File: src/rtl/divide5_seq.sv
`default_nettype none
// ============================================================================
// Module   : divide5_seq
// Brief    : Bit-serial restoring divide-by-5 of a 7-bit operand with
//            start/busy/done handshake. Optional `exact` flag via DIV5_EXACT_EN.
// Revision : 1.0 - initial release
// ============================================================================
module divide5_seq (
    input  logic       clk,
    input  logic       reset,
    input  logic       start,
    input  logic [6:0] X,
    output logic       busy,
    output logic       done,
    output logic [4:0] Q,
    output logic [2:0] R
`ifdef DIV5_EXACT_EN
    ,
    output logic       exact
`endif
);

    typedef enum logic [1:0] {
        S_IDLE = 2'd0,
        S_RUN  = 2'd1,
        S_DONE = 2'd2
    } state_t;

    state_t      state;
    state_t      state_nx;

    logic [6:0]  dividend;
    logic [2:0]  prem;       // partial remainder never reaches 5, so bit 3 is always 0
    logic [4:0]  quot;       // upper quotient bits are provably 0 (X <= 127 -> Q <= 25)
    logic [2:0]  bit_cnt;

    logic [3:0]  trial;
    logic        ge5;
    logic [2:0]  prem_nx;
    logic [4:0]  quot_nx;

    always_comb begin
        trial   = {prem, dividend[6]};
        ge5     = (trial >= 4'd5);
        prem_nx = ge5 ? 3'(trial - 4'd5) : trial[2:0];
        quot_nx = {quot[3:0], ge5};
    end

    always_comb begin
        state_nx = state;
        case (state)
            S_IDLE:  if (start) state_nx = S_RUN;
            S_RUN:   if (bit_cnt == 3'd0) state_nx = S_DONE;
            S_DONE:  state_nx = S_IDLE;
            default: state_nx = S_IDLE;
        endcase
    end

    always_ff @(posedge clk or posedge reset) begin
        if (reset) state <= S_IDLE;
        else       state <= state_nx;
    end

    always_ff @(posedge clk or posedge reset) begin
        if (reset) begin
            dividend <= 7'd0;
            prem     <= 3'd0;
            quot     <= 5'd0;
            bit_cnt  <= 3'd0;
            Q        <= 5'd0;
            R        <= 3'd0;
`ifdef DIV5_EXACT_EN
            exact    <= 1'b0;
`endif
        end else begin
            case (state)
                S_IDLE: begin
                    if (start) begin
                        dividend <= X;
                        prem     <= 3'd0;
                        quot     <= 5'd0;
                        bit_cnt  <= 3'd6;
                    end
                end
                S_RUN: begin
                    dividend <= {dividend[5:0], 1'b0};
                    prem     <= prem_nx;
                    quot     <= quot_nx;
                    bit_cnt  <= bit_cnt - 3'd1;
                    // Final iteration: publish the freshly computed bit with the rest
                    if (bit_cnt == 3'd0) begin
                        Q <= quot_nx;
                        R <= prem_nx;
`ifdef DIV5_EXACT_EN
                        exact <= (prem_nx == 3'd0);
`endif
                    end
                end
                default: ;
            endcase
        end
    end

    assign busy = (state == S_RUN);
    assign done = (state == S_DONE);

endmodule
`default_nettype wire

File: config.mk
export PLATFORM = sky130hd
export DESIGN_NAME = divide5_seq
export DESIGN_NICKNAME = d
export VERILOG_FILES = /design/src/rtl/divide5_seq.sv
export SDC_FILE = /design/constraint.sdc
export NUM_CORES = 1
export LEC_CHECK = 0
export ABC_AREA = 0
export BUFFER_PORTS_ARGS = -buffer_cell sky130_fd_sc_hd__buf_2
export CAP_MARGIN = 20
export CELL_PAD_IN_SITES_DETAIL_PLACEMENT = 1
export CELL_PAD_IN_SITES_GLOBAL_PLACEMENT = 2
export CORE_MARGIN = 3
export CORE_UTILIZATION = 38
export CTS_CLUSTER_DIAMETER = 50
export DETAILED_ROUTE_END_ITERATION = 7
export GPL_ROUTABILITY_DRIVEN = 1
export PLACE_DENSITY = 0.82
export SLEW_MARGIN = 20
export SYNTH_ARGS = -nofsm -noshare
export SYNTH_HDL_FRONTEND = slang
export SYNTH_SLANG_ARGS = --single-unit
File: constraint.sdc
create_clock -name clk -period 2.7 [get_ports clk]
set_clock_uncertainty 0.2 [all_clocks]
set_input_delay 0.27 -clock clk [delete_from_list [all_inputs] [get_ports clk]]
set_output_delay 0.27 -clock clk [all_outputs]
set_load 0.01 [all_outputs]
After elaboration in Yosys (flattened, before gate mapping) --
Cells that the tools add are included.
Word-level totals: register bits after elaboration 27, input port bits 10, output and inout port bits 10
Operators by class: add/subtract/negate cells 2, $lt $le $gt $ge 1, equality and inequality tests 4, mux-type cells 12, reduce and logical (&&, ||, !) cells 6
Operators by type and width (number):
- 7-bit case mux with 2 select lines | 1
- 3-bit case mux with 2 select lines | 2
- 3-bit 2-to-1 mux | 3
- 4-bit case mux with 2 select lines | 1
- 7-bit 2-to-1 mux | 1
- 2-bit AND reduction | 3
- 4-bit by 3-bit >= comparator with 1-bit output (second input constant) | 1
- 2-bit 2-to-1 mux | 2
- 4-bit 2-to-1 mux | 1
- 2-bit case mux with 2 select lines | 1
- 3-bit logical NOT | 1
- 3-bit by 1-bit subtractor with 3-bit output (second input constant) | 1
- 3-bit subtractor (second input constant) | 1
- 2-bit by 1-bit equality test with 1-bit output (second input constant) | 1
- 2-bit equality test (second input constant) | 1
- 2-bit logical NOT | 1
- 2-bit by 1-bit != test with 1-bit output (second input constant) | 1
- 2-bit != test (second input constant) | 1
- 2-bit nonzero test | 1

Depth between registers and ports, before layout --
Gate-level depths: netlist (run 1).
word-level depth 3, depth in mapped cells 7, mapped depth without buffers 6

Worst setup path before layout (run 1) --
Ideal clock, no wire load.
kind flip-flop to flip-flop, start reg dividend[6], end reg prem[1], setup time 0.083 ns, arrival 1.399 ns, path slack 1.018 ns, stages on the path, launching flop included 6, clock period less this slack 1.682 ns, cells stage by stage dfrtp_1 > ha_1 > nand2b_1 > a21oi_2 > mux2_2 > o21ai_0
On the way: longest elaborated chain between the ends 3, elaborated cells between the ends (all ways) 4
RTL lines:
- start: declaration | RTL line 32 | logic [6:0] dividend;
- start signal: assignment | RTL line 86 | dividend <= {dividend[5:0], 1'b0};
- 4-bit by 3-bit >= comparator with 1-bit output / 3-bit subtractor (equally long branches) | RTL line 44, 45
- 3-bit 2-to-1 mux * | RTL line 45 | prem_nx = ge5 ? 3'(trial - 4'd5) : trial[2:0];
- 3-bit case mux with 2 select lines * | RTL line 76 | case (state)
- end signal: assignment | RTL line 87 | prem <= prem_nx;
- end: declaration | RTL line 33 | logic [2:0] prem;
Every way passes the cells marked *; elsewhere a longest branch is shown, timed or not. A chain may end at the register's enable or synchronous reset.

Worst setup path after layout (run 1) --
start reg state[0], end reg Q[3]
On the way: longest elaborated chain between the ends 2
RTL lines:
- start: declaration | RTL line 29 | state_t state;
- start signal: assignment | RTL line 61 | else state <= state_nx;
- 2-bit by 1-bit equality test with 1-bit output | RTL line 76
- 2-bit AND reduction (no line)
- end signal: assignment | RTL line 92 | Q <= quot_nx;
- end: declaration | RTL line 15 | output logic [4:0] Q,
Every way passes these cells.

==> results of run 1 <==
per-layer routing:
layer	track usage (%)	vias up	part of all wire, %
met3	2.34	0	2.5
met5	0	-	0
met2	21.6	9	49
li1	-	417	-
met1	18.8	426	48
met4	2.48	0	0
sequential cells by signal, summed over array words and instances, names as in the netlist:
register  flops
prem          3
R             3
quot          4
Q             5
state         2
bit_cnt       3
dividend      7
critical path: stages (launching register included):
cell and delay, ns:
dfrtp_1 0.77, nand2b_4 0.13, inv_4 0.11, and3_4 0.30
mux2_2 0.35
repair_timing:
action	CTS	global route
hold buffers	1	0
hold endpoints to repair	27	0
buffers inserted	0	0
gates resized for setup	0	0
where the power goes:
part / internal [W] / leakage (nW) / switching [W]
Clock: 0.0000553 / 0.0177 / 0.000113
Sequential: 0.000576 / 0.338 / 0.000140
Combinational: 0.000294 / 0.337 / 0.000317
Total: 0.000926 / 0.693 / 0.000570
per-stage QoR:
step | instance area (um^2) | cells | utilization [%] | hold slack (ns) | setup WS (ns)
finish | 1390 | 172 | 45.2 | 0.0165 | 0.744
global placement | 1350 | 167 | 44.0 | 0.146 | 0.835
global route | 1390 | 172 | 45.2 | 0.00360 | 0.602
detailed placement | 1350 | 167 | 44.0 | 0.155 | 0.756
CTS | 1390 | 172 | 45.2 | 0.0128 | 0.729
floorplan | 1230 | 108 | - | 0.123 | 1.02
cell usage after synthesis:
| master | instances | area (um^2) |
|---|---|---|
| o21ai_0 | 11 | 55.1 |
| nand2b_4 | 1 | 13.8 |
| buf_2 | 1 | 5.00 |
| a22o_1 | 5 | 43.8 |
| nand3b_1 | 1 | 7.51 |
| and3b_1 | 6 | 52.6 |
| dfrtp_1 | 27 | 676 |
| inv_4 | 1 | 6.26 |
| nor2_1 | 5 | 18.8 |
| ha_1 | 4 | 50.1 |
| a21oi_1 | 8 | 40.0 |
| mux2_4 | 3 | 45.0 |
| a22oi_1 | 2 | 15.0 |
| o21bai_2 | 1 | 11.3 |
| nand2b_1 | 1 | 6.26 |
| xnor2_1 | 1 | 8.76 |
| a32o_1 | 1 | 10.0 |
| buf_6 | 2 | 22.5 |
| a21oi_2 | 1 | 8.76 |
| a31oi_1 | 2 | 12.5 |
| clkbuf_1 | 2 | 7.51 |
| nor2b_1 | 1 | 6.26 |
| mux2_2 | 3 | 33.8 |
| inv_1 | 6 | 22.5 |
| nand2_1 | 11 | 41.3 |
| and3_4 | 1 | 11.3 |
worst min path at each step:
stage	slack (ns)	endpoint	start
after CTS	0.01	dividend[0]$_DFFE_PP0P_	X[0]
final	0.02	dividend[0]$_DFFE_PP0P_	X[0]
after floorplan	0.12	Q[0]$_DFFE_PP0P_	reset
after detailed placement	0.16	Q[0]$_DFFE_PP0P_	reset
after global routing	0.004	dividend[0]$_DFFE_PP0P_	X[0]
after global placement	0.15	R[0]$_DFFE_PP0P_	reset
cell families after synthesis:
| family | Yosys count | synth area share, % |
|---|---|---|
| AO/OA/AOI/OAI | 31 | 16.0 |
| XOR/XNOR | 1 | 0.712 |
| adder cells (fa/ha/maj) | 4 | 4.07 |
| buffers and inverters | 12 | 5.18 |
| flip-flops | 27 | 54.9 |
| multiplexers | 6 | 6.40 |
| AND/OR/NAND/NOR | 27 | 12.8 |
area by class of cell:
class / count / area (um^2) / area share [%]
Sequential cell: 27 / 676 / 48.6
Multi-Input combinational cell: 69 / 492 / 35.3
Timing Repair Buffer: 21 / 113 / 8.09
Tap cell: 44 / 55.1 / 3.96
Inverter: 7 / 28.8 / 2.07
Clock buffer: 3 / 22.5 / 1.62
Clock inverter: 1 / 5.00 / 0.360
==> run_results.csv, run 1 <==
group,metric,value,unit
clock_tree,cts-root-buf,"clkbuf_4",
timing,finalCritPeriodShare,72.4,%
clock_tree,htreeDepth,1,
grt,grt_max_degree,28,
floorplanning,dieWidth,62.9,um
synth,postSynthCellCount,108,
synth,netlist-cell-type-count,26,
timing,max_freq,511,MHz
synth,yosysSeqAreaShare,54.9,%
floorplanning,start_util,40.0,%
grt,grt_pass1_wl,4270,um
timing,maxSlewHeadroom,48.7,%
timing,slew_violations,0,
worst_setup_path,cp_max_fo,19,
flow_run,maxCapViolations,0,
clock_tree,clkTransAtPathRegs,0.14,ns
worst_setup_path,r2r_setup_slack,0.74,ns
finish,fillers,349,
worst_setup_path,critPathKind,"flip-flop to flip-flop",
worst_setup_path,end_kind,"flip-flop",
timing,rsz0062_at_grt,"false",
route,routed-via-count,852,
finish,final_common_cell,"dfrtp_1",
synth,ys_seq_elements,27,
route,drt.antenna.violating_nets,0,
route,first_pass_iters,2,
pwr,peakVddDrop,0.352,mV
finish,area_growth,13.0,%
floorplanning,coreArea,0.00308,mm^2
grt,grt_pass1_vias,915,
placed_design,io_buffers,19,
placed_design,place_congestion,0.707,
timing,setup_viol,0,
route,first_iter_violations,33,
timing,hold_viol,0,
floorplanning,die_height,62.9,um
synth,avgSynthCellArea,11.4,um^2
timing,worst_pin_slew,0.769,ns
worst_setup_path,r2r_cells,4,
grt,grt_overflow,0,
worst_setup_path,endpoint,"Q[3]$_DFFE_PP0P_",
floorplanning,rows,20,
worst_setup_path,crit_arrival,1.97,ns
grt,grtUsageTotal,13.3,%
finish,drive_gt1_share,27.3,%
clock_tree,cts.sinks,27,
route,wl,2380,um
worst_setup_path,rr_startpoint,"state[0]$_DFFE_PP0P_",
pwr,p_leak,0.693,nW
worst_setup_path,r2r-end,"Q[3]$_DFFE_PP0P_",
synth,synth_warnings,0,
route,wire_per_inst,13.8,um
finish,antenna_cells,0,
pwr,p_total,0.00150,W
clock_tree,cts_tree,"built",
grt,antenna_found_initial,0,
worst_setup_path,cp_data_required_time,2.72,ns
worst_setup_path,cp-start-kind,"flip-flop",
placed_design,dp_hpwl,1720,um
synth,syn_nets,122,
synth,syn-cell-area,0.00123,mm^2
route,drc,0,
floorplanning,die-area,0.00396,mm^2
finish,layout_common_cells,"dfrtp_1 (27), buf_2 (19), nand2_1 (11), o21ai_0 (11), a21oi_1 (8)",
worst_setup_path,cp-startpoint,"state[0]$_DFFE_PP0P_",
outcome,outcome,"completed",
clock_tree,clk_latency,0.31,ns
pwr,power.density,1080,mW/mm^2
timing,fin_crit,1.96,ns
clock_tree,clockBufferDepth,2,
clock_tree,cts_buffers,3,
hold_path,holdPathStages,2,
finish,finalNetCount,143,
timing,setup_tns,0,ns
hold_path,hold_class,"input pin to flip-flop",
floorplanning,num_io_pins,20,
route,viasPerCell,4.95,
Power figures use the tool's default switching activity.
==> run 2: changes to the inputs <==
--- a/config.mk
+++ b/config.mk
@@ -5,17 +5,17 @@
 export SDC_FILE = /design/constraint.sdc
 export NUM_CORES = 1
 export LEC_CHECK = 0
-export ABC_AREA = 0
+export ABC_AREA = 1
 export BUFFER_PORTS_ARGS = -buffer_cell sky130_fd_sc_hd__buf_2
 export CAP_MARGIN = 20
 export CELL_PAD_IN_SITES_DETAIL_PLACEMENT = 1
 export CELL_PAD_IN_SITES_GLOBAL_PLACEMENT = 2
 export CORE_MARGIN = 3
-export CORE_UTILIZATION = 38
+export CORE_UTILIZATION = 32
 export CTS_CLUSTER_DIAMETER = 50
 export DETAILED_ROUTE_END_ITERATION = 7
 export GPL_ROUTABILITY_DRIVEN = 1
-export PLACE_DENSITY = 0.82
+export PLACE_DENSITY = 0.77
 export SLEW_MARGIN = 20
 export SYNTH_ARGS = -nofsm -noshare
 export SYNTH_HDL_FRONTEND = slang
==> constraint.sdc (replaced) <==
create_clock -name clk -period 1.9 [get_ports clk]
set_clock_uncertainty 0.2 [all_clocks]
set_input_delay 0.19 -clock clk [delete_from_list [all_inputs] [get_ports clk]]
set_output_delay 0.19 -clock clk [all_outputs]
set_load 0.01 [all_outputs]
==> run 2 against run 1 <==
Against the previous run:
- core utilization down 3.1 points
- count of clock-buffer cells in the layout up 1
- total power up 46%
- cell count up 22%
- sequential share of layout area down 1.9 points
- routed wire length up 6.3%
- hold slack better by 0.18 ns
- first-iteration DRC count up 6.1%
- synthesized cell count up 22%
- via count up 11%
- critical path type is now flip-flop to primary output
==> run_results.csv, run 2 <==
group,metric,value,unit
grt,grt_pass1_wl,4540,um
grt,grt_pass1_vias,1024,
synth,async_flop_share,100,%
synth,yosysSeqAreaShare,57.6,%
worst_setup_path,cp-start-kind,"flip-flop",
pwr,peakVddDrop,0.497,mV
synth,synth_most_common_cell,"nand2_1",
pwr,power_frac_seq,42.9,%
pwr,p_leak,0.758,nW
floorplanning,start_util,34.1,%
timing,slew_violations,0,
route,wire_per_inst,12.1,um
clock_tree,clockBufferDepth,2,
clock_tree,cts_tree,"built",
worst_setup_path,critPathKind,"flip-flop to primary output",
placed_design,io_buffers,19,
flow_run,maxCapViolations,0,
clock_tree,ctsResizeCount,0,
timing,fin_crit,1.66,ns
timing,worst_pin_slew,0.393,ns
pwr,switching_share,39.9,%
pwr,netSwitchingPower,0.000873,W
finish,final_common_cell,"nand2_1",
finish,largestRegisters,"dividend x7, Q x5, quot x4",
synth,postSynthCellCount,132,
clock_tree,cts.sinks,27,
pwr,intPower,0.00132,W
worst_setup_path,rr_startpoint,"bit_cnt[0]$_DFFE_PP0P_",
timing,hold_ws,0.201,ns
timing,setup_tns,0,ns
worst_setup_path,r2r-end,"R[0]$_DFFE_PP0P_",
pwr,p_clk_share,14.3,%
route,first_pass_iters,4,
route,first_iter_violations,35,
clock_tree,cts_buffers,3,
outcome,outcome,"completed",
worst_setup_path,crit_chain,"nand2_2 > inv_2 > buf_4 > buf_2",
timing,max_freq,604,MHz
floorplanning,rows,21,
hold_path,hold_class,"input pin to flip-flop",
worst_setup_path,cp_max_fo,13,
route,drt.antenna.violating_nets,0,
synth,ys_top_cells_by_count,"nand2_1 (47), dfrtp_1 (27), inv_1 (14)",
route,viasPerCell,4.52,
pwr,comb_power_share,42.8,%
hold_path,worstHoldStart,"start",
finish,largest_register_ffs,7,
hold_path,holdPathEnd,"dividend[0]$_DFFE_PP0P_",
timing,hold_viol,0,
finish,finalNetCount,178,
timing,setup_viol,0,
placed_design,place_congestion,0.826,
placed_design,dp_slack,0.350,ns
synth,netlist-cell-type-count,17,
worst_setup_path,r2r_cells,8,
finish,area_growth,23.3,%
synth,yosys-top-cells-area,"dfrtp_1 (58%), nand2_1 (15%), nand3_1 (4.7%)",
synth,synth_warnings,0,
worst_setup_path,cp_data_required_time,1.51,ns
route,routed-via-count,944,
timing,finalCritPeriodShare,87.2,%
finish,largest_register,"dividend",
synth,ys.flop_type,"dfrtp_1",
synth,syn_nets,146,
floorplanning,die_height,66.6,um
timing,setup_slack,0.243,ns
worst_setup_path,crit_family,"buffers and inverters",
timing,rsz0062_at_grt,"false",
worst_setup_path,cp_num_buf_inv,3,
finish,antenna_cells,0,
timing,maxSlewHeadroom,73.7,%
worst_setup_path,crit_slowest_cell,"dfrtp_1",
synth,synth_top_area_cell,"dfrtp_1",
placed_design,dp_hpwl,1830,um
worst_setup_path,slowest_delay,0.42,ns
grt,grt_overflow,0,
floorplanning,coreArea,0.00344,mm^2
clock_tree,htreeDepth,1,
clock_tree,clk_latency,0.26,ns
worst_setup_path,r2r_setup_slack,0.33,ns
floorplanning,die-area,0.00443,mm^2
route,drc,0,
synth,syn-cell-area,0.00117,mm^2
worst_setup_path,end_kind,"primary output",
grt,grt_max_degree,28,
worst_setup_path,crit_arrival,1.27,ns
synth,synth_edf_count,0,
grt,antenna_found_initial,0,
pwr,power.density,1510,mW/mm^2
finish,drive_gt1_share,19.6,%
synth,ys_seq_elements,27,
floorplanning,dieWidth,66.6,um
finish,layout_common_cells,"nand2_1 (47), dfrtp_1 (27), buf_2 (19)",
pwr,p_total,0.00219,W
hold_path,holdPathStages,5,
synth,synth.top_cell.area_share,57.6,%
route,wl,2530,um
clock_tree,cts-root-buf,"clkbuf_8",
clock_tree,clkTransAtPathRegs,0.09,ns
floorplanning,num_io_pins,20,
grt,grtUsageTotal,13.3,%
synth,avgSynthCellArea,8.89,um^2
[run 2: layer usage]
metal | up-vias | global-route usage [%] | share of wire [%] | wire (um)
li1 | 479 | - | - | -
met1 | 443 | 16.6 | 47 | 1200
met2 | 20 | 23.1 | 48 | 1230
met3 | 2 | 2.70 | 3.2 | 82
met4 | 0 | 3.81 | 0.75 | 19
met5 | - | 0 | 0 | 0
[run 2: repair_timing]
action | CTS | global route
endpoints found under the hold margin | 34 | 0
hold buffers | 8 | 0
buffers inserted | 0 | 0
setup endpoints to repair | 0 | 0
[run 2: cell families after synthesis]
group / synth area share [%]
flops: 57.6
compound gates: 8.32
simple gates: 22.5
buf+inv: 7.36
fa+ha+maj: 4.26
[run 2: layout make-up]
| type | count | area (um^2) |
|---|---|---|
| Sequential cell | 27 | 676 |
| Timing Repair Buffer | 29 | 190 |
| Inverter | 18 | 67.6 |
| Tap cell | 46 | 57.6 |
| Clock buffer | 4 | 45.0 |
| Fill cell | 412 | 1990 |
| Multi-Input combinational cell | 85 | 412 |
[run 2: per-stage QoR]
stage,cells,cell area (um^2),utilization [%]
floorplan,132,1170,-
global placement,197,1320,38.4
detailed placement,197,1320,38.4
CTS,209,1450,42.1
global route,209,1450,42.1
finish,209,1450,42.1
[run 2: worst reg2reg max path, delay by kind of cell (launching register included)]
family                   cells  cell delay [ns]
adder cells (fa/ha/maj)      1             0.16
AND/OR/NAND/NOR              4             0.50
buffers and inverters        3             0.29
flip-flops                   1             0.37
[run 2: worst max-delay path by stage]
stage / startpoint / to / slack (ns) / cells past startpoint
5_1_grt: state[1]$_DFFE_PP0P_ / busy / 0.12 / 5
4_1_cts: state[0]$_DFFE_PP0P_ / busy / 0.22 / 4
3_5_place_dp: bit_cnt[0]$_DFFE_PP0P_ / R[0]$_DFFE_PP0P_ / 0.35 / 8
3_3_place_gp: dividend[6]$_DFFE_PP0P_ / prem[0]$_DFFE_PP0P_ / 0.43 / 8
2_1_floorplan: bit_cnt[0]$_DFFE_PP0P_ / Q[0]$_DFFE_PP0P_ / 0.50 / 8
6_report: state[0]$_DFFE_PP0P_ / busy / 0.24 / 4
[run 2: power by group through the flow]
| stage | Sequential (W) | Clock [W] | Combinational, W |
|---|---|---|---|
| 2_1_floorplan | 0.000965 | 0 | 0.000643 |
| 3_3_place_gp | 0.000947 | 0 | 0.000916 |
| 3_5_place_dp | 0.000954 | 0 | 0.000943 |
| 4_1_cts | 0.000942 | 0.000333 | 0.000961 |
| 5_1_grt | 0.000970 | 0.000358 | 0.00111 |
| 6_report | 0.000939 | 0.000314 | 0.000937 |
==> run 3: changes to the inputs <==
--- a/config.mk
+++ b/config.mk
@@ -15,6 +15,7 @@
 export CTS_CLUSTER_DIAMETER = 50
 export DETAILED_ROUTE_END_ITERATION = 7
 export GPL_ROUTABILITY_DRIVEN = 1
+export MAX_ROUTING_LAYER = met4
 export PLACE_DENSITY = 0.77
 export SLEW_MARGIN = 20
 export SYNTH_ARGS = -nofsm -noshare
==> run 3 against run 2 <==
Against the previous run:
- first-iteration DRC count shrank 17%
- die area did not move
- total power about the same
- combinational power hardly changed
- global-route usage is 0.39 points higher
- sequential share of layout area unchanged
- routed wire length about the same
- fmax fell by 0.13%
- largest cell class unchanged
- largest power group unchanged
- worst setup slack worse by 0.0021 ns
- count of clock-buffer cells in the layout unchanged
- non-clock buffer count unchanged
==> run_results.csv, run 3 (synthesis results as in run 2) <==
group,metric,value,unit
pwr,power.density,1510,mW/mm^2
hold_path,holdPathEnd,"dividend[0]$_DFFE_PP0P_",
worst_setup_path,cp_max_fo,13,
floorplanning,die-area,0.00443,mm^2
pwr,peakVddDrop,0.496,mV
worst_setup_path,crit_chain,"nand2_2 > inv_2 > buf_4 > buf_2",
timing,worst_pin_slew,0.393,ns
floorplanning,start_util,34.1,%
timing,setup_slack,0.241,ns
clock_tree,ctsResizeCount,0,
route,viasPerCell,4.51,
worst_setup_path,crit_slowest_cell,"dfrtp_1",
clock_tree,clkTransAtPathRegs,0.09,ns
finish,drive_gt1_share,19.6,%
finish,area_growth,23.3,%
timing,slew_violations,0,
pwr,p_total,0.00219,W
route,drt.antenna.violating_nets,0,
worst_setup_path,cp_num_buf_inv,3,
finish,antenna_cells,0,
finish,register_area,676,um^2
finish,largest_register,"dividend",
timing,setup_viol,0,
timing,hold_viol,0,
worst_setup_path,cp-start-kind,"flip-flop",
timing,fin_crit,1.66,ns
floorplanning,rows,21,
grt,grt_overflow,0,
clock_tree,holdBufCountCts,8,
finish,largest_register_ffs,7,
clock_tree,postCtsSetupBuffers,0,
timing,rsz0062_at_grt,"false",
hold_path,holdPathStages,5,
flow_run,maxCapViolations,0,
finish,layout_common_cells,"nand2_1 (47), dfrtp_1 (27), buf_2 (19)",
route,drc,0,
floorplanning,coreArea,0.00344,mm^2
route,wl,2530,um
floorplanning,num_io_pins,20,
placed_design,place_congestion,0.839,
worst_setup_path,crit_family,"buffers and inverters",
timing,finalCritPeriodShare,87.3,%
worst_setup_path,cp_data_required_time,1.51,ns
placed_design,io_buffers,19,
worst_setup_path,end_kind,"primary output",
route,wire_per_inst,12.1,um
route,routed-via-count,942,
worst_setup_path,rr_startpoint,"bit_cnt[0]$_DFFE_PP0P_",
clock_tree,cts_tree,"built",
grt,grt_pass1_wl,4560,um
finish,largestRegisters,"dividend x7, Q x5, quot x4",
hold_path,worstHoldStart,"start",
timing,setup_tns,0,ns
floorplanning,dieWidth,66.6,um
worst_setup_path,r2r-end,"R[0]$_DFFE_PP0P_",
finish,multiInputGateArea,412,um^2
clock_tree,clk_latency,0.26,ns
worst_setup_path,critPathKind,"flip-flop to primary output",
clock_tree,cts-root-buf,"clkbuf_8",
pwr,p_leak,0.758,nW
route,first_iter_violations,29,
placed_design,dp_hpwl,1830,um
finish,fillers,412,
grt,grt_pass1_vias,1025,
floorplanning,die_height,66.6,um
grt,antenna_found_initial,0,
clock_tree,cts_buffers,3,
finish,finalNetCount,178,
grt,grt_max_degree,28,
worst_setup_path,r2r_setup_slack,0.33,ns
worst_setup_path,crit_arrival,1.27,ns
clock_tree,clockBufferDepth,2,
placed_design,dp_slack,0.350,ns
outcome,outcome,"completed",
worst_setup_path,r2r_cells,8,
clock_tree,htreeDepth,1,
route,first_pass_iters,3,
timing,maxSlewHeadroom,73.8,%
worst_setup_path,slowest_delay,0.42,ns
clock_tree,cts.sinks,27,
hold_path,hold_class,"input pin to flip-flop",
grt,grtUsageTotal,13.7,%
finish,final_common_cell,"nand2_1",
finish,post-route-util,42.1,%
timing,max_freq,603,MHz
-- run 3: cell counts in the layout (fill, tap and decap cells not counted) --
No cell type changed its count.
-- run 3: where the power goes --
part,internal (W),switching [W],total [W]
combinational,0.000349,0.000588,0.000937
clock,0.000150,0.000164,0.000313
sequential,0.000818,0.000121,0.000939
total,0.00132,0.000873,0.00219
-- run 3: worst max-delay path by stage --
stage | from | endpoint | slack, ns | cells past startpoint
after floorplan | bit_cnt[0]$_DFFE_PP0P_ | Q[0]$_DFFE_PP0P_ | 0.50 | 8
after global placement | dividend[6]$_DFFE_PP0P_ | prem[0]$_DFFE_PP0P_ | 0.43 | 8
after detailed placement | bit_cnt[0]$_DFFE_PP0P_ | R[0]$_DFFE_PP0P_ | 0.35 | 8
final | state[0]$_DFFE_PP0P_ | busy | 0.24 | 4
after global routing | state[1]$_DFFE_PP0P_ | busy | 0.11 | 5
after CTS | state[0]$_DFFE_PP0P_ | busy | 0.22 | 4
-- run 3: layout make-up --
cell class	instances	area share, %
Clock buffer	4	3.11
Inverter	18	4.67
Multi-Input combinational cell	85	28.4
Sequential cell	27	46.7
Tap cell	46	3.98
Timing Repair Buffer	29	13.1
-- run 3: per-layer routing --
metal / routed length, um / GRT usage, % / vias to the layer above
met2: 1230 / 23.1 / 18
li1: - / - / 479
met5: 0 / - / -
met3: 79 / 2.53 / 2
met1: 1210 / 16.8 / 443
met4: 17 / 3.81 / 0
-- run 3: worst register-to-register path: stages, from the launching register on --
cell and delay, ns:
dfrtp_1 0.37, inv_1 0.11, ha_1 0.16, inv_1 0.04, nor2_1 0.14, nand2_2 0.20
inv_2 0.14, nand3_1 0.09, nand2_1 0.07
-- run 3: through the flow --
step | cell area (um^2) | hold slack [ns] | instances
after floorplan | 1170 | 0.0427 | 132
after global placement | 1320 | 0.0665 | 197
after detailed placement | 1320 | 0.0755 | 197
after CTS | 1450 | 0.199 | 209
after global routing | 1450 | 0.224 | 209
final | 1450 | 0.201 | 209
